==> config.mk <==
export PLATFORM = sky130hd
export DESIGN_NAME = cpu_phase_sequencer
export DESIGN_NICKNAME = d
export VERILOG_FILES = /design/src/rtl/cpu_phase_sequencer_pkg.sv /design/src/rtl/cpu_phase_sequencer_edge_detect_rise.sv /design/src/rtl/cpu_phase_sequencer.sv
export SDC_FILE = /design/constraint.sdc
export NUM_CORES = 1
export LEC_CHECK = 0
export ABC_AREA = 1
export CAP_MARGIN = 15
export CORE_ASPECT_RATIO = 0.7
export CORE_MARGIN = 4
export CORE_UTILIZATION = 45
export CTS_BUF_LIST = sky130_fd_sc_hd__clkbuf_4 sky130_fd_sc_hd__clkbuf_8
export DETAILED_ROUTE_END_ITERATION = 12
export HOLD_SLACK_MARGIN = 0.05
export PLACE_DENSITY = 0.8
export SYNTH_ARGS = -nofsm -noshare
export SYNTH_HDL_FRONTEND = slang
export SYNTH_SLANG_ARGS = --single-unit
==> constraint.sdc <==
create_clock -name clk -period 3.6 [get_ports clk]
set_input_delay 0.36 -clock clk [delete_from_list [all_inputs] [get_ports clk]]
set_output_delay 0.36 -clock clk [all_outputs]
set_load 0.01 [all_outputs]
==> src/rtl/cpu_phase_sequencer_pkg.sv <==
// Shared encodings for the phase sequencer: FSM state codes, default phase indices
// and the sub-cycle counter width helper.
package cpu_phase_sequencer_pkg;

    localparam logic [1:0] SEQ_PAUSE = 2'd0;
    localparam logic [1:0] SEQ_RUN   = 2'd1;
    localparam logic [1:0] SEQ_HALT  = 2'd2;

    localparam int PH_IF  = 0;
    localparam int PH_ID  = 1;
    localparam int PH_EX  = 2;
    localparam int PH_MEM = 3;
    localparam int PH_WB  = 4;

    // A one-cycle phase still needs a 1-bit counter so the compare logic stays uniform.
    function automatic int sub_width(input int cycles);
        return (cycles > 1) ? $clog2(cycles) : 1;
    endfunction

endpackage

==> src/rtl/cpu_phase_sequencer_edge_detect_rise.sv <==
// Registered rising-edge detector: one-cycle pulse the cycle after din goes 0->1.
// Latency 1 cycle; no backpressure.
module edge_detect_rise (
    input  logic clk,
    input  logic rst_n,
    input  logic din,
    output logic rise
);

    logic prev_q, prev_d;
    logic rise_q, rise_d;

    always_comb begin
        prev_d = din;
        rise_d = din & ~prev_q;
    end

    always_ff @(posedge clk or negedge rst_n) begin
        if (!rst_n) begin
            prev_q <= 1'b0;
            rise_q <= 1'b0;
        end else begin
            prev_q <= prev_d;
            rise_q <= rise_d;
        end
    end

    assign rise = rise_q;

endmodule

==> src/rtl/cpu_phase_sequencer.sv <==
// Multi-cycle CPU phase sequencer: one-hot phases, registered phase strobes, stall/step/halt control.
// Strobes appear one cycle after a phase's last cycle, together with the retired/FSM update.
module cpu_phase_sequencer
    import cpu_phase_sequencer_pkg::*;
#(
    parameter int NUM_PHASES   = PH_WB + 1,
    parameter int PHASE_CYCLES = 2,
    parameter int MEM_PHASE    = PH_MEM,
    parameter int RETIRE_W     = 32
) (
    input  logic                  clk,
    input  logic                  rst_n,
    input  logic                  step_mode,
    input  logic                  step_btn,
    input  logic                  mem_stall,
    input  logic                  halt_req,
    output logic [NUM_PHASES-1:0] phase,
    output logic [NUM_PHASES-1:0] phase_strobe,
    output logic                  pc_en,
    output logic                  reg_we_en,
    output logic                  mem_en,
    output logic [RETIRE_W-1:0]   retired,
    output logic                  halted,
    output logic                  paused
);

    localparam int                    SUB_W     = sub_width(PHASE_CYCLES);
    localparam logic [SUB_W-1:0]      SUB_LAST  = SUB_W'(PHASE_CYCLES - 1);
    localparam logic [NUM_PHASES-1:0] PHASE_RST = NUM_PHASES'(1);

    logic [1:0]            state_q, state_d;
    logic [NUM_PHASES-1:0] phase_q, phase_d;
    logic [NUM_PHASES-1:0] strobe_q, strobe_d;
    logic [SUB_W-1:0]      sub_q, sub_d;
    logic                  one_shot_q, one_shot_d;
    logic [RETIRE_W-1:0]   retired_q, retired_d;

    logic step_rise;
    logic in_run;
    logic at_last;
    logic stalled;
    logic advance;
    logic wb_done;

    edge_detect_rise u_step_edge (
        .clk   (clk),
        .rst_n (rst_n),
        .din   (step_btn),
        .rise  (step_rise)
    );

    always_comb begin
        in_run  = (state_q == SEQ_RUN);
        at_last = (sub_q == SUB_LAST);
        // A stall only bites on the last sub-cycle of the memory phase.
        stalled = mem_stall & phase_q[MEM_PHASE] & at_last;
        advance = in_run & at_last & ~stalled;
        wb_done = advance & phase_q[NUM_PHASES-1];
    end

    always_comb begin
        state_d    = state_q;
        phase_d    = phase_q;
        strobe_d   = '0;
        sub_d      = sub_q;
        one_shot_d = one_shot_q;
        retired_d  = retired_q;

        if (in_run && !stalled) begin
            sub_d = at_last ? '0 : sub_q + SUB_W'(1);
        end

        if (advance) begin
            strobe_d = phase_q;
            phase_d  = (phase_q << 1) | (phase_q >> (NUM_PHASES - 1));
        end

        if (wb_done) begin
            retired_d = retired_q + RETIRE_W'(1);
        end

        case (state_q)
            SEQ_PAUSE: begin
                if (!step_mode || step_rise) begin
                    state_d    = SEQ_RUN;
                    one_shot_d = step_rise;
                end
            end
            SEQ_RUN: begin
                // Mode and halt decisions are taken only at the instruction boundary.
                if (wb_done) begin
                    if (halt_req) begin
                        state_d    = SEQ_HALT;
                        one_shot_d = 1'b0;
                    end else if (step_mode || one_shot_q) begin
                        state_d    = SEQ_PAUSE;
                        one_shot_d = 1'b0;
                    end
                end
            end
            SEQ_HALT: begin
                state_d = SEQ_HALT;
            end
            default: begin
                state_d = SEQ_PAUSE;
            end
        endcase
    end

    always_ff @(posedge clk or negedge rst_n) begin
        if (!rst_n) begin
            state_q    <= SEQ_PAUSE;
            phase_q    <= PHASE_RST;
            strobe_q   <= '0;
            sub_q      <= '0;
            one_shot_q <= 1'b0;
            retired_q  <= '0;
        end else begin
            state_q    <= state_d;
            phase_q    <= phase_d;
            strobe_q   <= strobe_d;
            sub_q      <= sub_d;
            one_shot_q <= one_shot_d;
            retired_q  <= retired_d;
        end
    end

    assign phase        = phase_q;
    assign phase_strobe = strobe_q;
    assign pc_en        = strobe_q[NUM_PHASES-1];
    assign reg_we_en    = strobe_q[NUM_PHASES-1];
    assign mem_en       = (state_q == SEQ_RUN) & phase_q[MEM_PHASE];
    assign retired      = retired_q;
    assign halted       = (state_q == SEQ_HALT);
    assign paused       = (state_q == SEQ_PAUSE);

endmodule

## Word-level counts from Yosys, hierarchy flattened

Index checks and enable logic that the tools add are counted.

- Register bits after elaboration: 48
- Bits of input ports: 6
- Output and inout bits: 47
- Word-level logic and storage cells: 46

- $add $sub $neg: 2
- Equality and inequality tests: 5
- Multiplexer cells: 12
- Bitwise operators: 10
- Reductions and logical operators: 9

Operator list:

| cell | count |
|---|---|
| 32-bit by 1-bit adder with 32-bit output, second input constant | 1 |
| 2-bit 2-to-1 mux | 4 |
| 1-bit AND | 7 |
| 2-bit one-hot mux with 3 select lines | 1 |
| 1-bit 2-to-1 mux | 5 |
| 5-bit 2-to-1 mux | 1 |
| 5-bit by 1-bit bitwise OR with 5-bit output | 1 |
| 2-bit by 1-bit != test with 1-bit output, second input constant | 2 |
| 4-bit AND reduction | 1 |
| 3-bit by 2-bit != test with 1-bit output, second input constant | 1 |
| 3-bit AND reduction | 1 |
| 2-bit by 1-bit equality test with 1-bit output, second input constant | 1 |
| 2-bit equality test, second input constant | 1 |
| 1-bit zero test | 2 |
| 2-bit zero test | 1 |
| 1-bit logical OR | 2 |
| 1-bit inverter | 2 |
| 1-bit one-hot mux with 2 select lines | 1 |
| 2-bit nonzero test | 1 |
| 1-bit adder, second input constant | 1 |
| 1-bit logical AND | 1 |

## Depth between registers and ports, before layout

- Word-level depth: 7
- Mapped depth: 10
- Depth with buffers taken out: 10

## Cells and area by module

Synthesis repeated with hierarchy kept, for this count alone.

- Cell total of the unflattened synthesis: 311
- Area, all modules: 2486.1 um^2

By module, submodules not included:

| module | instances | cells an instance | area each (um^2) | sequential area each (um^2) |
|---|---|---|---|---|
| cpu_phase_sequencer | 1 | 307 | 2426.1 | 1152.4 |
| edge_detect_rise | 1 | 4 | 60.1 | 50.0 |

## Worst setup path before layout

Ideal clock, no wire load.

- Path kind: register -> register
- From: register phase_q[3] (netlist: phase[3])
- To: register retired_q[25] (netlist: retired[25])
- Setup time: 0.117 ns
- Arrival time: 1.349 ns
- Required time: 3.483 ns
- Setup slack: 2.134 ns
- Cell stages (with the launch flop): 10
- Buffers on the path: 1
- Clock period less this slack: 1.466 ns
- Cells stage by stage: dfrtp_1 > nand2_1 > nand2_1 > nor2_8 > nand2_8 > nor2_8 > buf_8 > nand3_1 > nand2_1 > nand2_1

- Longest elaborated chain between the ends: 5

Ends and longest elaborated chain:

| what | RTL line | text |
|---|---|---|
| from (decl) | cpu_phase_sequencer.sv:32 | `logic [NUM_PHASES-1:0] phase_q, phase_d;` |
| from (signal assigned) | cpu_phase_sequencer.sv:120 | `phase_q <= phase_d;` |
| 1-bit AND (2 in a row) | cpu_phase_sequencer.sv:56 | `stalled = mem_stall & phase_q[MEM_PHASE] & at_last;` |
| 1-bit inverter | cpu_phase_sequencer.sv:57 | `advance = in_run & at_last & ~stalled;` |
| 1-bit AND | cpu_phase_sequencer.sv:57 |  |
| 1-bit AND | cpu_phase_sequencer.sv:58 | `wb_done = advance & phase_q[NUM_PHASES-1];` |
| to (signal assigned) | cpu_phase_sequencer.sv:124 | `retired_q <= retired_d;` |
| to (decl) | cpu_phase_sequencer.sv:36 | `logic [RETIRE_W-1:0] retired_q, retired_d;` |

No other way between the ends.
A chain may end at the register's enable or synchronous reset.

## Final worst setup path

- From: input mem_stall
- To: register retired_q[28] (netlist: retired[28])

- Longest elaborated chain between the ends: 5

Ends and longest elaborated chain:

| what | RTL line | text |
|---|---|---|
| from (decl) | cpu_phase_sequencer.sv:15 | `input logic mem_stall,` |
| 1-bit AND (2 in a row) | cpu_phase_sequencer.sv:56 |  |
| 1-bit inverter | cpu_phase_sequencer.sv:57 |  |
| 1-bit AND | cpu_phase_sequencer.sv:57 |  |
| 1-bit AND | cpu_phase_sequencer.sv:58 |  |

No other way between the ends.

==> summary by stage <==
CTS
The H-tree generated during clock tree synthesis spans 2 levels. Counting every sink on the clock net gives 48. TritonCTS created 5 clock buffers. The clock transition at the registers of the reported paths is about 0.090 ns.

The CTS tree is done. Hold repair after CTS inserted 0 buffers. The longest clock path from root to sink contains 2 buffers. In this run the clock root is driven by a clkbuf_8. The worst-skew pair later-pin latency is 0.30 ns. Gates resized during post-CTS repair numbered 0.

The number of setup buffers added after CTS is 0.

Power and ir drop
The total power divided by cell area is 455 nW/um2. IR analysis of the VDD net gives a maximum drop of roughly 0.00023 V. The leakage power is 1.45 nW.

Timing
In the finished design, the share of the clock period the worst path needs comes to 54.6%. The actual slew at the worst max-slew pin is 0.757 ns. The maximum achievable frequency is 509 MHz. Setup violations remaining at the end of the flow were counted as 0.

Setup repair after global routing left no endpoint under its margin. The count of endpoints failing hold in the final timing report was 0. Subtracting the final worst setup slack from the clock period gives between 1.5 and 2 ns. The sum of negative setup slack is 0 ns. The setup slack of the critical path after layout is around 1.6 ns. In this run the tightest slew margin relative to its limit is 49.3%. The maximum clock skew at final layout is between 0.004 and 0.005 ns. The number of max-slew violations in the final report was 0.

Critical path
In this run the worst path has a maximum fanout of 12. Broken down by cell family, the worst path's largest delay share belongs to simple AND/OR/NAND/NOR gates. The cell type of the slowest stage on the worst timing path is nor3_2. The number of buffers and inverters on the critical path is 1. The maximum single-stage delay on the critical path is 0.61 ns. The launching element type of the critical path is a primary input. Data on the critical path is required at its endpoint by roughly 3.8 ns. The worst path arrival time is ~2.2 ns. The critical path class is in -> reg. Walking the worst path, the cells encountered are clkdlybuf4s50_1 > nand2_1 > nand2_1 > nor3_2 > nand2_1 > nor2_1 > nand3_1 > nand2_1. STA classifies the critical path endpoint as a flip-flop. Counting stages on the worst path, the most repeated cell is nand2_1.

Floorplan
After floorplanning, the core was divided into 22 placement rows. The width of the die is 96.3 um. For this configuration, the core starts out at a cell density of between 40% and 50%. The die height is 69.8 um. The core footprint is between 5000 and 6000 um2.

The die covers 6720 um2. The I/O pin total is 53.

Detailed routing
The count of nets left with antenna violations after detail routing is 0. For this block, the via count after detailed routing is 2103. The detailed-route vias per instance is between 4 and 5.

In the final routed layout, each cell accounts on average for 12.1 um. The final wirelength is 5310 um. The number of iterations in the first detailed-routing pass is 4. The count of routing violations after the opening detailed-route iteration is ~220. The total DRC errors in the routed layout is 0.

Finish
The number of antenna diodes in the final layout is 0. Cells with a size suffix above 1 make up under 10% of the layout. The design area is 3140 um2. The relative area change from synthesis to final layout is 27.9%. The most frequent standard cell in the layout excluding fill and tap cells is nand2_1. The top cell types in the final layout, fill and taps aside, are nand2_1 (84), clkdlybuf4s50_1 (51), inv_1 (48), nor2_1 (47), dfrtp_1 (47). In the final design database the tool counted 372 nets.

Global route
The first global-routing pass estimated 9140 um of wire. The total overflow left after global routing is 0. Global routing used 17.3% of the available tracks across all layers. The number of global-route vias before repair was 1977. The initial antenna violation count is 0.

The maximum number of pins on one net before global-route repair is 49.

Placement
Once placement finished, the instance area stood at 3020 um2. Summed over all nets, the half-perimeter wirelength after detailed placement is slightly above 4000 um. Timing analysis after detailed placement gives a worst setup slack of between 1 and 1.5 ns.

The weighted congestion reported at the end of routability-driven placement is 0.912. The number of port buffers is 52.

Logic synthesis
The part of the Yosys area used for sequential elements is 49.0%. The synthesized design contains 48 register bits. Counting every net in the synthesized netlist gives 315. In the synthesized netlist, the number of instances is 308. After synthesis the cells add up to around 2500 um2. The Yosys step of the flow raised 0 warnings. The synthesized area divided by synthesized cell count is 7.97 um2. The number of distinct standard cells referenced by the synthesized netlist is 23.

Run status
The flow ran to the end, and the final reports show no timing, DRC or antenna violations.

Min path
The worst min-delay path category is reg -> reg.

Job
Across the run, the number of max-cap violations was 0.
==> sequential cells by signal, indices dropped and copies added, names as in the netlist <==
signal and cells:
at_last 1, one_shot_q 1, phase 5, phase_strobe 5, retired 32, state_q 2, u_step_edge.prev_q 1, u_step_edge.rise 1
==> path summary, 6_finish.rpt <==
| check | startpoint | end | slack [ns] | depth (start not counted) |
|---|---|---|---|---|
| max in group asynchronous | rst_n | phase[0]$_DFFE_PN1N_ | 2.53 | 3 |
| setup reg to reg | state_q[1]$_DFFE_PN0P_ | retired[28]$_DFFE_PN0P_ | 1.64 | 7 |
| setup / recovery | mem_stall | retired[28]$_DFFE_PN0P_ | 1.63 | 8 |
| min in group asynchronous | rst_n | retired[15]$_DFFE_PN0P_ | 0.51 | 2 |
| hold reg to reg | u_step_edge.prev_q$_DFF_PN0_ | u_step_edge.rise$_DFF_PN0_ | 0.40 | 1 |
| hold / removal | u_step_edge.prev_q$_DFF_PN0_ | u_step_edge.rise$_DFF_PN0_ | 0.40 | 1 |
==> cells in the mapped netlist <==
cell type  instances  share of area, %
ha_1               1              0.51
and2_1             1              0.26
dfrtp_1           47                48
dfstp_2            1               1.1
nand2_8            1              0.82
nor2_8             2               1.6
xor2_1             5               1.8
o21bai_1           7               2.1
nor3_2             1              0.41
buf_4              3              0.92
o21ai_0            5               1.0
nand2_4            1              0.46
nand3b_1           2              0.61
xnor2_1           10               3.6
buf_8              1              0.61
nand2_1           84                13
nand3_1           26               5.3
nor3_1             3              0.61
nand2_2            1              0.26
inv_1             48               7.3
nor2_1            47               7.2
nand4_1           10               2.5
a21oi_1            1              0.20
==> cells by family (layout without fill, tap and decap cells) <==
kind of cell | after synthesis | in the layout | share of synthesized area (%)
AO/OA/AOI/OAI | 13 | 13 | 3.36
XOR/XNOR | 15 | 15 | 5.35
adder cells (fa/ha/maj) | 1 | 1 | 0.510
buffers and inverters | 52 | 110 | 8.87
flip-flops | 48 | 48 | 49.0
AND/OR/NAND/NOR | 179 | 179 | 32.9
==> power breakdown <==
group	switching, mW	internal, mW
logic	0.231	0.200
clock network	0.182	0.136
registers	0.0658	0.615
==> worst register-to-register path: stages (launching register included) <==
cell and delay (ns):
dfrtp_1 0.41, inv_1 0.11, nand2_4 0.10, nor3_2 0.63, nand2_1 0.22, nor2_1 0.24, nand3_1 0.11, nand2_1 0.08
==> per-stage QoR <==
stage                     hold WS (ns)  power [mW]  cells  util [%]
after floorplan                 0.0644       0.928    308         -
after global placement           0.381        1.11    428      57.5
after detailed placement         0.386        1.12    428      57.5
after CTS                        0.283        1.44    436      59.2
after global routing             0.419        1.52    438      59.7
final                            0.404        1.43    438      59.7
==> metal layers <==
| layer | vias to the layer above | GRT usage, % | wire length (um) |
|---|---|---|---|
| met5 | - | 0 | 0 |
| met4 | 0 | 3.31 | 40 |
| met1 | 973 | 26.9 | 2700 |
| met3 | 4 | 4.34 | 305 |
| li1 | 1070 | - | - |
| met2 | 56 | 24.3 | 2260 |
==> final cells by class <==
class,instances,area [um2]
clock buffers,5,68.8
clock inverters,3,18.8
fillers,461,2120
inverters,48,180
multi-input cells,208,1030
flip-flops and latches,48,1200
well taps,72,90.1
repair buffers,54,546
Note: power is estimated with default switching activity, not from simulation.
